## src/rtl/serial_adder_pkg.sv

```systemverilog
// Shared types and constants for the bit-serial adder.
// Optional feature macro: SERIAL_ADD_OVF_EN (signed-overflow flag on ovf).
package serial_adder_pkg;

   // Controller states: wait for a request, shift one bit per clock, pulse done.
   typedef enum logic [1:0] {
      S_IDLE  = 2'd0,
      S_SHIFT = 2'd1,
      S_DONE  = 2'd2
   } state_t;

   // Operand width used when the top is instantiated without an override.
   localparam int WIDTH_DEFAULT = 8;

   // Bit-counter width for the default operand width.
   localparam int CNT_W = $clog2(WIDTH_DEFAULT);

   // Bit-counter width for an arbitrary operand width (never below one bit).
   function automatic int cnt_bits(input int w);
      return (w < 2) ? 1 : $clog2(w);
   endfunction

endpackage

```

## src/rtl/serial_adder_fa_cell.sv

```systemverilog
// Single-bit full adder built from two half-adder stages plus an OR for the
// carry. Purely combinational; the serial adder's top holds every flop.
module fa_cell (
   input  logic a,
   input  logic b,
   input  logic cin,
   output logic s,
   output logic co
);

   logic ha1_s;
   logic ha1_c;
   logic ha2_c;

   // First half adder combines the operand bits, second folds in the carry.
   always_comb begin
      ha1_s = a ^ b;
      ha1_c = a & b;
      s     = ha1_s ^ cin;
      ha2_c = ha1_s & cin;
      co    = ha1_c | ha2_c;
   end

endmodule

```

## src/rtl/serial_adder.sv

```systemverilog
// Bit-serial unsigned adder: sum = a + b, one bit per clock, LSB first.
// Optional feature macro: SERIAL_ADD_OVF_EN -- when defined, ovf reports signed
// overflow of the last addition; otherwise ovf is tied low and costs no flops.
//
// Handshake: start is sampled only while idle; the rising edge that sees
// start=1 in IDLE accepts the request and captures a/b. busy is high for the
// WIDTH cycles of shifting, then done is high for exactly one cycle with
// sum/cout (and ovf) valid. start in any other state is ignored, and sum/cout
// hold their value until the next accepted request begins shifting.
module serial_adder
   import serial_adder_pkg::*;
#(
   parameter int WIDTH = WIDTH_DEFAULT
) (
   input  logic             clk,
   input  logic             rst_n,
   input  logic             start,
   input  logic [WIDTH-1:0] a,
   input  logic [WIDTH-1:0] b,
   output logic             busy,
   output logic             done,
   output logic [WIDTH-1:0] sum,
   output logic             cout,
   output logic             ovf
);

   localparam int CB = cnt_bits(WIDTH);
   localparam logic [CB-1:0] LAST_CNT = CB'(WIDTH - 1);

   state_t           state;
   state_t           state_nxt;
   logic [WIDTH-1:0] a_sr;
   logic [WIDTH-1:0] b_sr;
   logic             carry;
   logic [CB-1:0]    cnt;
   logic             accept;
   logic             last_bit;
   logic             bit_s;
   logic             bit_co;

   // The one adder cell works on the current LSBs and the running carry.
   fa_cell u_fa (
      .a   (a_sr[0]),
      .b   (b_sr[0]),
      .cin (carry),
      .s   (bit_s),
      .co  (bit_co)
   );

   assign accept   = (state == S_IDLE) && start;
   assign last_bit = (state == S_SHIFT) && (cnt == LAST_CNT);

   // State register.
   always_ff @(posedge clk or negedge rst_n) begin
      if (!rst_n) state <= S_IDLE;
      else        state <= state_nxt;
   end

   // Next-state logic: IDLE -> SHIFT on request, SHIFT -> DONE after the MSB.
   always_comb begin
      state_nxt = state;
      unique case (state)
         S_IDLE:  if (start) state_nxt = S_SHIFT;
         S_SHIFT: if (cnt == LAST_CNT) state_nxt = S_DONE;
         S_DONE:  state_nxt = S_IDLE;
         default: state_nxt = S_IDLE;
      endcase
   end

   // Status flags are registered copies of the upcoming state.
   always_ff @(posedge clk or negedge rst_n) begin
      if (!rst_n) begin
         busy <= 1'b0;
         done <= 1'b0;
      end else begin
         busy <= (state_nxt == S_SHIFT);
         done <= (state_nxt == S_DONE);
      end
   end

   // Datapath: capture operands on accept, then shift one result bit per edge.
   // sum is not cleared on capture so the previous result stays readable.
   always_ff @(posedge clk or negedge rst_n) begin
      if (!rst_n) begin
         a_sr  <= '0;
         b_sr  <= '0;
         carry <= 1'b0;
         cnt   <= '0;
         sum   <= '0;
         cout  <= 1'b0;
      end else if (accept) begin
         a_sr  <= a;
         b_sr  <= b;
         carry <= 1'b0;
         cnt   <= '0;
      end else if (state == S_SHIFT) begin
         a_sr  <= a_sr >> 1;
         b_sr  <= b_sr >> 1;
         carry <= bit_co;
         cnt   <= cnt + CB'(1);
         sum   <= {bit_s, sum[WIDTH-1:1]};
         if (last_bit) cout <= bit_co;
      end
   end

`ifdef SERIAL_ADD_OVF_EN
   logic ovf_q;

   // Signed overflow: carry into the MSB differs from carry out of the MSB.
   always_ff @(posedge clk or negedge rst_n) begin
      if (!rst_n)        ovf_q <= 1'b0;
      else if (last_bit) ovf_q <= carry ^ bit_co;
   end

   assign ovf = ovf_q;
`else
   assign ovf = 1'b0;
`endif

endmodule

```

## config.mk

```make
export PLATFORM = sky130hd
export DESIGN_NAME = serial_adder
export DESIGN_NICKNAME = d
export VERILOG_FILES = /design/src/rtl/serial_adder_pkg.sv /design/src/rtl/serial_adder_fa_cell.sv /design/src/rtl/serial_adder.sv
export SDC_FILE = /design/constraint.sdc
export NUM_CORES = 1
export LEC_CHECK = 0
export BUFFER_PORTS_ARGS = -buffer_cell sky130_fd_sc_hd__buf_2
export CAP_MARGIN = 15
export CORE_ASPECT_RATIO = 0.75
export CORE_MARGIN = 5
export CORE_UTILIZATION = 35
export DETAILED_ROUTE_END_ITERATION = 8
export GPL_TIMING_DRIVEN = 0
export PLACE_DENSITY = 0.6
export SKIP_LAST_GASP = 1
export SYNTH_ARGS = -nofsm -noshare
export SYNTH_HDL_FRONTEND = slang
export SYNTH_SLANG_ARGS = --single-unit
```

## constraint.sdc

```tcl
create_clock -name clk -period 2.31 [get_ports clk]
set_input_delay 0.231 -clock clk [delete_from_list [all_inputs] [get_ports clk]]
set_output_delay 0.231 -clock clk [all_outputs]
set_load 0.05 [all_outputs]
```

==> impl_metrics.tcl, run 1 <==
set metrics [dict create \
    post-place-ws_ns 0.9526 \
    syn_area_per_cell_um2 10.72 \
    die_y_um 65.07 \
    grt_pass1_wl_mm 5.209 \
    synth_edf_count 0 \
    hold_class "in -> async" \
    ys_top_cells_by_area "dfrtp_1, o22ai_1, nand2_1" \
    cp-end-kind "flop" \
    netlist_top_cells_count "dfrtp_1, nand2_1, o22ai_1" \
    core_area_um2 3979 \
    pin_count 31 \
    grt_max_degree 34 \
    vias_per_cell 4.960 \
    drive_above_1_share_pct 28.57 \
    setup-tns-final_ns 0 \
    port_buffers 29 \
    synthMuxAreaShare_pct 0.7958 \
    syn_nets 154 \
    post-cts-setup-buffer-count 0 \
    path_clk_slew_ns 0.06 \
    required_ns 2.47 \
    tritoncts "yes" \
    drtIter0Drc 70 \
    syn-cell-area_um2 1415 \
    drv_cap 0 \
    start_kind "flop" \
    cts_hold_buffers 0 \
    layout_setup_ws_ns 0.9448 \
    rows 20 \
    yosysUniqueCellTypes 23 \
    fin_util_pct 43.11 \
    area_growth_pct 21.22 \
    cts_buffers 5 \
    grt_pass1_vias 1114 \
    maxSlewViolCount 0 \
    fillers 390 \
    synthXorXnorAreaFrac_pct 0 \
    dieArea_um2 5428 \
    numClockSinks 33 \
    design_area_um2 1715 \
    synth-compound-area-share_pct 20.51 \
    yosysTopAreaCell "dfrtp_1" \
    worstPathMaxFanout 3 \
    dp_hpwl_mm 2.115 \
    rsz0062_at_grt "false" \
    wire_per_inst_um 13.32 \
    p_leak_nw 0.8266 \
    synth-simple-area-share_pct 11.85 \
    track_usage_pct 12.29 \
    placed_area_um2 1629 \
    synth.most_common_cell "dfrtp_1" \
    synth_top_family_by_area "compound AO/OA/AOI/OAI gates" \
    clock_latency_ns 0.28 \
    n_antenna_cell 0 \
    fin_nets 190 \
    num_vias 1106 \
    ys_async_sr_fraction_pct 100.0 \
    fin_hold_ws_ns -0.0007166 \
    synthCells 132 \
    critical_path_class "reg -> reg" \
    start_util_pct 35.57 \
    finalCriticalPeriod_ns 1.365 \
    fin_crit_sh_pct 59.10 \
    drt_pass1_iterations 5 \
    gp_congestion 0.7643 \
    cts-root-buf "clkbuf_8" \
    totalWireLength_mm 2.971 \
    final_hold_viol_count 1 \
    antenna_left 0 \
    setup_violations 0 \
    synth_flop_cell "dfrtp_1" \
    drcViolationCount 0 \
    fmax_mhz 732.5 \
    violations "hold timing" \
    die_x_um 83.42 \
    peakVddDrop_mv 0.3517 \
    arrival_ns 1.53 \
    yosys_warnings 0 \
    outcome "finished, violations left" \
    gr-total-overflow 0 \
    antenna_found_initial 0 \
    clk_path_buf_depth 2 \
    relSlewSlack_pct 52.63 \
    clock_skew_ns 0.002572 \
    synth_top_area_share_pct 58.36 \
    worst_pin_slew_ns 0.7105 \
    r2r_slack_ns 0.94 \
    p_per_area_nw_per_um2 1486 \
    cts_max_level 2 \
    yosysSeqAreaShare_pct 58.36 \
    synthAdderAreaFrac_pct 3.183 \
    cts-resized-gates 0 \
    yosys_register_bits 33 \
]
==> path summary, 6_finish.rpt <==
| kind | from | end | cells past startpoint |
|---|---|---|---|
| max reg2reg | cnt[0] | cout | 4 |
| max | cnt[0] | cout | 4 |
| min | rst_n | a_sr[4] | 1 |
| max in group asynchronous | rst_n | sum[4] | 1 |
| min in group clk | b[7] | b_sr[7] | 3 |
| min reg2reg | sum[0] | sum[0] | 2 |
==> per-stage QoR <==
step           power, mW  cells
2_1_floorplan      1.871    132
3_3_place_gp       2.110    216
3_5_place_dp       2.148    216
4_1_cts            2.586    223
5_1_grt            2.753    223
6_report           2.549    223
==> kinds of logic after synthesis <==
kind of cell             count (synthesis)
buffers and inverters                   13
flip-flops                              33
adder cells (fa/ha/maj)                  3
other                                    1
AO/OA/AOI/OAI                           44
AND/OR/NAND/NOR                         37
multiplexers                             1
==> power by group <==
group,internal [mW],switching (mW),total [mW]
Sequential,0.840,0.177,1.02
Clock,0.236,0.184,0.419
Combinational,0.415,0.698,1.11
==> routing by layer <==
metal  GRT usage (%)  up-vias  routed length, um
met3           4.066        7                172
met4           6.024        0                 49
met2           20.20       31               1419
met5               0        -                  0
met1           14.60      524               1331
li1                -      544                  -
==> area by class of cell <==
type                            instances  area, um^2  share of cell area, %
Tap cell                               55       68.82                  4.012
Clock buffer                            7       86.33                  5.033
Sequential cell                        33       825.8                  48.14
Inverter                                3       11.26                 0.6565
Timing Repair Buffer                   29       145.1                  8.461
Multi-Input combinational cell         86       518.0                  30.20
Buffer                                 10       60.06                  3.501
==> worst max-delay path: stages, from the launching register on <==
cell and delay (ns):
dfrtp_1 0.40, ha_1 0.21, ha_1 0.19, and2_1 0.15
mux2_1 0.30
==> layout by cell type (no fill, tap or decap), drive strengths merged, types with 2 or more instances in the layout <==
cell	count
dfrtp	33
a2bb2oi	6
and2	2
nand2	27
a22o	3
o21ai	3
inv	3
a21oi	9
clkbuf	7
o22ai	20
ha	2
nand2b	4
buf	39
nor2	2
==> state kept, by name, summed over array words and instances, names as in the netlist <==
register / cells
done: 1
carry: 1
state: 2
sum: 8
busy: 1
b_sr: 8
a_sr: 8
cout: 1
cnt: 3
No activity file was read; power rests on OpenSTA's default activity.
==> run 2, diff against run 1 <==
- clock period: 2.31 -> 1.4 ns (I/O delays scaled with it)
==> impl_metrics.tcl, run 2 (same netlist as run 1, synthesis figures left out) <==
set metrics [dict create \
    maxSlewViolCount 0 \
    dp_cells 216 \
    rows 20 \
    rr_startpoint "cnt[0]" \
    path_clk_slew_ns 0.06 \
    numClockSinks 33 \
    die_y_um 65.07 \
    cts_buffers 5 \
    critical_path_class "reg -> reg" \
    p_leak_nw 0.8344 \
    switchingPower_mw 1.765 \
    area_growth_pct 23.17 \
    drcViolationCount 0 \
    core_area_um2 3979 \
    p_int_mw 2.489 \
    n_antenna_cell 0 \
    totalWireLength_mm 3.017 \
    start_util_pct 35.57 \
    gr-total-overflow 0 \
    r2r_cells 4 \
    fmax_mhz 753.6 \
    drive_above_1_share_pct 30.59 \
    arrival_ns 1.49 \
    r2r_end "cout" \
    start_kind "flop" \
    gp_congestion 0.7643 \
    num_vias 1100 \
    drt_pass1_iterations 6 \
    track_usage_pct 12.38 \
    cts_max_level 2 \
    clkPwrFrac_pct 16.3 \
    fin_util_pct 43.81 \
    largestRegisters "a_sr (8), b_sr (8), sum (8)" \
    grt_pass1_wl_mm 5.250 \
    clock_latency_ns 0.28 \
    dieArea_um2 5428 \
    clock_skew_ns 0.003212 \
    port_buffers 29 \
    seq_power_share_pct 39.6 \
    sw_frac_of_total_pct 41.50 \
    r2r_slack_ns 0.07 \
    grt_max_degree 34 \
    combPwrFrac_pct 44.1 \
    fin_crit_sh_pct 94.79 \
    antenna_left 0 \
    drtIter0Drc 74 \
    die_x_um 83.42 \
    min_path_cells 3 \
    finalCriticalPeriod_ns 1.327 \
    worst_pin_slew_ns 0.7267 \
    clk_path_buf_depth 2 \
    hold_class "in -> reg" \
    tritoncts "yes" \
    min_to "a_sr[7]" \
    setup_violations 0 \
    worstPathMaxFanout 3 \
    wire_per_inst_um 13.41 \
    grt_pass1_vias 1124 \
    vias_per_cell 4.889 \
    final_hold_viol_count 0 \
    layout_common_cells "buf_2, dfrtp_1, nand2_1, o22ai_1, a21oi_1" \
    p_per_area_nw_per_um2 2441 \
    p_total_mw 4.254 \
    antenna_found_initial 0 \
    rsz0062_at_grt "true" \
    pin_count 31 \
    drv_cap 0 \
    dp_hpwl_mm 2.115 \
    fin_nets 192 \
    required_ns 1.56 \
    cp-end-kind "flop" \
    mostFrequentLayoutCell "buf_2" \
    outcome "complete, no violations" \
    relSlewSlack_pct 51.55 \
    hp-start "a[7]" \
    fillers 387 \
    cts-root-buf "clkbuf_8" \
    peakVddDrop_mv 0.5827 \
    layoutNonFillerInstCount 225 \
]
run 2: routing by layer:
| metal | global-route usage (%) | wire length (um) |
|---|---|---|
| met2 | 20.40 | 1429 |
| met1 | 14.68 | 1384 |
| met5 | 0 | 0 |
| met4 | 6.024 | 48 |
| met3 | 4.066 | 154 |
run 2: how the worst max path moves through the flow:
stage | to | depth (start not counted) | startpoint
detailed placement | cout | 4 | cnt[0]
floorplan | cout | 4 | cnt[0]
CTS | cout | 4 | cnt[0]
global route | cout | 4 | cnt[0]
global placement | cout | 4 | cnt[0]
finish | cout | 4 | cnt[0]
run 2: power groups by stage:
| stage | Clock (mW) | Sequential, mW | Combinational [mW] |
|---|---|---|---|
| after floorplan | 0 | 2.09 | 1.00 |
| after global placement | 0 | 1.68 | 1.80 |
| after detailed placement | 0 | 1.69 | 1.85 |
| after CTS | 0.725 | 1.68 | 1.86 |
| after global routing | 0.764 | 1.74 | 2.08 |
| final | 0.694 | 1.69 | 1.87 |
run 2: final cells by class:
class,count,area (um^2),share of cell area (%)
plain buffers,10,60.06,3.446
clock buffers,7,86.33,4.953
inverters,3,11.26,0.6461
multi-input cells,86,526.8,30.22
flip-flops and latches,33,827.0,47.45
well taps,55,68.82,3.948
repair buffers,31,162.7,9.332
run 2: repair_timing:
item | 4_1_cts | 5_1_grt
setup buffers | 0 | 1
hold buffers | 1 | 0
setup endpoints to repair | 0 | 2
hold endpoints to repair | 33 | 0
resized for setup | 0 | 3
run 2: metrics by stage:
stage / hold slack, ns / worst slack (ns) / TNS, ns / area, um^2
3_5_place_dp: 0.2415 / 0.04261 / 0 / 1629
4_1_cts: 0.1087 / 0.02536 / 0 / 1725
5_1_grt: 0.1287 / -0.004438 / -0.004438 / 1743
2_1_floorplan: -0.1556 / 0.09675 / 0 / 1415
6_report: 0.1178 / 0.07301 / 0 / 1743
3_3_place_gp: 0.2252 / 0.05757 / 0 / 1629
run 2: worst max-delay path: stages (launching register included):
cell and delay, ns:
dfrtp_1 0.38, ha_1 0.20, ha_2 0.17, and2_1 0.15, mux2_1 0.30
